File: src/rtl/cpu_types_pkg.sv
// Shared CPU-wide scalar types used by the datapath and memory-side blocks.
package cpu_types_pkg;

    localparam int WORD_W = 32;

    typedef logic [WORD_W-1:0] word_t;

endpackage : cpu_types_pkg

File: src/rtl/mem_arbiter_types_pkg.sv
// State encoding for the instruction/data memory arbiter.
package mem_arbiter_types_pkg;

    typedef enum logic [1:0] {
        IDLE = 2'd0,
        IACC = 2'd1,
        DACC = 2'd2,
        RESP = 2'd3
    } arb_state_t;

endpackage : mem_arbiter_types_pkg

File: src/rtl/mem_timeout_counter.sv
// Up-counter with clear and enable; o_tc flags the last permitted enabled cycle.
module mem_timeout_counter #(
    parameter int CNTW     = 8,
    parameter int TERMINAL = 254
) (
    input  logic i_clk,
    input  logic i_srst,
    input  logic i_clr,
    input  logic i_en,
    output logic o_tc
);

    localparam logic [CNTW-1:0] TC_VAL = CNTW'(TERMINAL);

    logic [CNTW-1:0] r_count;

    always_ff @(posedge i_clk) begin
        if (i_srst || i_clr) begin
            r_count <= '0;
        end else if (i_en) begin
            r_count <= r_count + 1'b1;
        end
    end

    // Asserted in the enabled cycle whose increment would reach the limit.
    assign o_tc = i_en && (r_count == TC_VAL);

endmodule : mem_timeout_counter

File: src/rtl/mem_arbiter.sv
// Arbitrates fetch and load/store requests onto a single-port RAM and returns
// registered one-cycle ihit/dhit pulses; aborts stuck accesses with sticky merr.
module mem_arbiter
    import cpu_types_pkg::*;
    import mem_arbiter_types_pkg::*;
#(
    parameter int TIMEOUT = 255,
    parameter int CNTW    = 8
) (
    input  logic  CLK,
    input  logic  RST,
    input  logic  iREN,
    input  word_t iaddr,
    output logic  ihit,
    output word_t iload,
    input  logic  dREN,
    input  logic  dWEN,
    input  word_t daddr,
    input  word_t dstore,
    output logic  dhit,
    output word_t dload,
    output logic  ramREN,
    output logic  ramWEN,
    output word_t ramaddr,
    output word_t ramstore,
    input  word_t ramload,
    input  logic  ramdone,
    output logic  merr
);

    arb_state_t r_state, w_state_next;

    logic  r_ihit, w_ihit_next;
    logic  r_dhit, w_dhit_next;
    word_t r_iload, w_iload_next;
    word_t r_dload, w_dload_next;
    logic  r_ren, w_ren_next;
    logic  r_wen, w_wen_next;
    word_t r_addr, w_addr_next;
    word_t r_store, w_store_next;
    logic  r_merr, w_merr_next;

    logic  w_cnt_clr;
    logic  w_cnt_en;
    logic  w_timeout;

    mem_timeout_counter #(
        .CNTW     (CNTW),
        .TERMINAL (TIMEOUT - 1)
    ) u_timeout (
        .i_clk  (CLK),
        .i_srst (RST),
        .i_clr  (w_cnt_clr),
        .i_en   (w_cnt_en),
        .o_tc   (w_timeout)
    );

    always_ff @(posedge CLK) begin
        if (RST) begin
            r_state <= IDLE;
        end else begin
            r_state <= w_state_next;
        end
    end

    always_comb begin
        w_state_next = r_state;
        w_ihit_next  = 1'b0;
        w_dhit_next  = 1'b0;
        w_iload_next = r_iload;
        w_dload_next = r_dload;
        w_ren_next   = r_ren;
        w_wen_next   = r_wen;
        w_addr_next  = r_addr;
        w_store_next = r_store;
        w_merr_next  = r_merr;
        w_cnt_clr    = 1'b0;
        w_cnt_en     = 1'b0;

        case (r_state)
            IDLE: begin
                // Data first: the pipeline is already stalled waiting on dhit.
                if (dREN || dWEN) begin
                    w_state_next = DACC;
                    w_addr_next  = daddr;
                    w_store_next = dstore;
                    w_ren_next   = dREN;
                    w_wen_next   = dWEN;
                    w_cnt_clr    = 1'b1;
                end else if (iREN) begin
                    w_state_next = IACC;
                    w_addr_next  = iaddr;
                    w_store_next = dstore;
                    w_ren_next   = 1'b1;
                    w_wen_next   = 1'b0;
                    w_cnt_clr    = 1'b1;
                end
            end

            IACC: begin
                w_cnt_en = 1'b1;
                if (ramdone) begin
                    w_ren_next = 1'b0;
                    w_wen_next = 1'b0;
                    // A flushed or redirected fetch completes silently.
                    if (iREN && (iaddr == r_addr)) begin
                        w_iload_next = ramload;
                        w_ihit_next  = 1'b1;
                        w_state_next = RESP;
                    end else begin
                        w_state_next = IDLE;
                    end
                end else if (w_timeout) begin
                    w_merr_next  = 1'b1;
                    w_ren_next   = 1'b0;
                    w_wen_next   = 1'b0;
                    w_state_next = IDLE;
                end
            end

            DACC: begin
                w_cnt_en = 1'b1;
                if (ramdone) begin
                    if (r_ren) begin
                        w_dload_next = ramload;
                    end
                    w_dhit_next  = 1'b1;
                    w_ren_next   = 1'b0;
                    w_wen_next   = 1'b0;
                    w_state_next = RESP;
                end else if (w_timeout) begin
                    w_merr_next  = 1'b1;
                    w_ren_next   = 1'b0;
                    w_wen_next   = 1'b0;
                    w_state_next = IDLE;
                end
            end

            RESP: begin
                w_state_next = IDLE;
            end

            default: begin
                w_state_next = IDLE;
            end
        endcase
    end

    always_ff @(posedge CLK) begin
        if (RST) begin
            r_ihit  <= 1'b0;
            r_dhit  <= 1'b0;
            r_iload <= '0;
            r_dload <= '0;
            r_ren   <= 1'b0;
            r_wen   <= 1'b0;
            r_addr  <= '0;
            r_store <= '0;
            r_merr  <= 1'b0;
        end else begin
            r_ihit  <= w_ihit_next;
            r_dhit  <= w_dhit_next;
            r_iload <= w_iload_next;
            r_dload <= w_dload_next;
            r_ren   <= w_ren_next;
            r_wen   <= w_wen_next;
            r_addr  <= w_addr_next;
            r_store <= w_store_next;
            r_merr  <= w_merr_next;
        end
    end

    assign ihit     = r_ihit;
    assign dhit     = r_dhit;
    assign iload    = r_iload;
    assign dload    = r_dload;
    assign ramREN   = r_ren;
    assign ramWEN   = r_wen;
    assign ramaddr  = r_addr;
    assign ramstore = r_store;
    assign merr     = r_merr;

endmodule : mem_arbiter

File: config.mk
export PLATFORM = sky130hd
export DESIGN_NAME = mem_arbiter
export DESIGN_NICKNAME = d
export VERILOG_FILES = /design/src/rtl/cpu_types_pkg.sv /design/src/rtl/mem_arbiter_types_pkg.sv /design/src/rtl/mem_timeout_counter.sv /design/src/rtl/mem_arbiter.sv
export SDC_FILE = /design/constraint.sdc
export NUM_CORES = 1
export LEC_CHECK = 0
export ABC_CLOCK_PERIOD_IN_PS = 2600
export CAP_MARGIN = 20
export CORE_MARGIN = 5
export CORE_UTILIZATION = 42
export DETAILED_ROUTE_END_ITERATION = 10
export HOLD_SLACK_MARGIN = 0.06
export PLACE_DENSITY = 0.8
export SLEW_MARGIN = 20
export SYNTH_ARGS = -nofsm -noshare
export SYNTH_HDL_FRONTEND = slang
export SYNTH_SLANG_ARGS = --single-unit
File: constraint.sdc
create_clock -name CLK -period 2.6 [get_ports CLK]
set_input_delay 0.65 -clock CLK [delete_from_list [all_inputs] [get_ports CLK]]
set_output_delay 0.65 -clock CLK [all_outputs]
set_load 0.05 [all_outputs]
==> results of run 1 <==
[through the flow]
| step | setup slack (ns) | std cells | power (mW) | setup TNS (ns) | hold WS [ns] |
|---|---|---|---|---|---|
| after global routing | 0.0667 | 1173 | 7.63 | 0 | 0.469 |
| final | 0.145 | 1173 | 7.31 | 0 | 0.452 |
| after floorplan | 0.437 | 716 | 4.06 | 0 | 0.479 |
| after global placement | -0.218 | 1141 | 4.96 | -6.06 | 0.440 |
| after detailed placement | -0.270 | 1141 | 4.99 | -6.56 | 0.446 |
| after CTS | 0.179 | 1173 | 7.37 | 0 | 0.454 |
[sequential cells by signal, indices dropped and copies added (netlist names)]
signal / count
dhit: 1
u_timeout.r_count: 8
ramstore: 32
r_state: 2
ramREN: 1
ramaddr: 32
ihit: 1
dload: 32
ramWEN: 1
iload: 32
merr: 1
[layout by cell type (no fill, tap or decap), drive strengths merged, types with 3 or more instances in the layout]
cell type / instances
a21oi: 103
ha: 7
or4: 3
xor2: 6
dfxtp: 143
mux2i: 32
clkdlybuf4s50: 265
clkbuf: 21
clkinvlp: 4
buf: 39
nand2: 134
and3: 3
nor4: 4
inv: 7
clkinv: 5
nor2: 47
o31ai: 33
a211oi: 34
xnor2: 32
nand4: 44
[worst max-delay path, stage by stage]
cell and delay (ns):
clkdlybuf4s50_1 0.54, xnor2_1 0.16, nand4_1 0.19, or4_1 0.58
buf_12 0.21, o31ai_1 0.28, a21oi_1 0.10
[area by class of cell]
cell class                 instances  area [µm²]
clock buffer                      21         470
inverter                           6        22.5
tap                              184         230
multi-input combinational        504        3020
fill                            1164        4640
sequential                       143        2860
clock inverter                    11         109
timing repair buffer             304        3070
[path summary, 6_finish.rpt]
path,end,slack (ns),start,depth (start not counted)
max,iload[18],0.15,iaddr[31],7
min,dload[0],0.45,dload[0],2
max reg2reg,iload[18],0.51,ramaddr[0],6
min reg2reg,dload[0],0.45,dload[0],2
[logic make-up after synthesis]
logic type | Yosys count | synth area share
multiplexers | 32 | 0.0521
flip-flops | 143 | 0.466
buffers and inverters | 69 | 0.0478
XOR/XNOR | 38 | 0.0541
adder cells (fa/ha/maj) | 7 | 0.0142
AO/OA/AOI/OAI | 179 | 0.184
AND/OR/NAND/NOR | 248 | 0.182
[per-layer routing]
metal	track usage	routed length (µm)	vias up
li1	-	-	3056
met1	0.256	7600	2799
met2	0.371	9620	253
met3	0.0972	2220	30
met4	0.0774	348	0
met5	0	0	-
[power groups by stage]
stage	clock network [mW]	registers (mW)	logic, mW
2_1_floorplan	0	3.32	0.732
3_3_place_gp	0	2.62	2.34
3_5_place_dp	0	2.62	2.37
4_1_cts	2.41	2.58	2.38
5_1_grt	2.50	2.61	2.51
6_report	2.37	2.58	2.36
==> results.json, run 1 <==
{
  "status": "complete, no violations",
  "place.gp.congestion": 0.791,
  "start_util": 0.426,
  "yosysTopAreaCell": "dfxtp_1",
  "power_leakage_nw": 3.58,
  "final_core_util": 0.678,
  "cp_max_fo": 32,
  "hold_class": "flop to flop",
  "ctsResizeCount": 0,
  "yosysMostFrequentCell": "dfxtp_1",
  "die_area_um2": 17200,
  "io_pins": 267,
  "antennaDiodeCount": 0,
  "hold_buffers": 0,
  "vias": 6138,
  "synth_edf_count": 0,
  "synth-seq-cells": 143,
  "synth_ff_type": "dfxtp_1",
  "grt.total_usage": 0.223,
  "num-nets-final": 1117,
  "switching_power_mw": 2.59,
  "cts_tree": "yes",
  "clk_latency_ns": 0.42,
  "cp.arrival_ns": 2.73,
  "syn-mean-instance-area_um2": 8.59,
  "p_clk_frac": 0.324,
  "port_buffers": 266,
  "wl_um": 19800,
  "syn-cell-area_um2": 6150,
  "synth_common_cells": "143 x dfxtp_1, 134 x nand2_1, 103 x a21oi_1",
  "intPower_mw": 4.72,
  "clkTransAtPathRegs_ns": 0.06,
  "grt_setup_unrepaired": "false",
  "yosysTopAreaCellShare": 0.466,
  "finalCritPeriodShare": 0.944,
  "grt_pass1_vias": 5972,
  "grt_pass1_wl_um": 30000,
  "netlist-cell-type-count": 36,
  "synthTopCellsByArea": "dfxtp_1 47%, a21oi_1 8.4%, nand2_1 8.2%",
  "vias_per_cell": 5.23,
  "critPathLaunchType": "input pin",
  "finalHoldViolations": 0,
  "crit_required_ns": 2.88,
  "layout_min_cycle_time_ns": 2.45,
  "drc_errors": 0,
  "cap_violations": 0,
  "synthArstFlopShare": 0,
  "core-area_um2": 14400,
  "synth_seq_area_share": 0.466,
  "cts_sinks": 143,
  "grt.overflow.total": 0,
  "grt_antenna_before_repair": 0,
  "maxSlewViolCount": 0,
  "num_rows": 44,
  "ir_worst_vdd_uv": 587,
  "first_iter_violations": 412,
  "p_comb_frac": 0.323,
  "drive_gt1_frac": 0.0890,
  "die_w_um": 131,
  "slew_headroom": 0.602,
  "sw_frac_of_total": 0.354,
  "fin_skew_ns": 0.00959,
  "wl_per_cell_um": 16.9,
  "synth_fp_nets": 857,
  "critical_path_class": "input pin to flop",
  "numCtsBuffers": 17,
  "hpwlAfterDp_um": 14200,
  "cts-root-buf": "clkbuf_16",
  "end_kind": "flop",
  "cts_buffer_depth": 2,
  "synth_cells": 716,
  "syn2layout_area_growth_pct": 59.1,
  "fin_area_um2": 9780,
  "timing.fmax_mhz": 407,
  "drtPass1Iterations": 4,
  "setup_viol": 0,
  "ant_nets": 0,
  "grt_max_degree": 97,
  "p_per_area_nw_per_um2": 747,
  "postCtsSetupRepairBufs": 0,
  "ys_warn_count": 0,
  "cts.htree.levels": 4,
  "tightest_slew_ns": 0.595,
  "postPlaceCellArea_um2": 9200,
  "seqPwrFrac": 0.353,
  "die_y_um": 131
}
No activity file was read; power rests on OpenSTA's default activity.
==> run 2: changes to the inputs <==
CAP_MARGIN = 5   (was 20)
GPL_ROUTABILITY_DRIVEN = 0   (was not set)
==> results of run 2 <==
Final layout, timing and power as in run 1 (identical DEF).
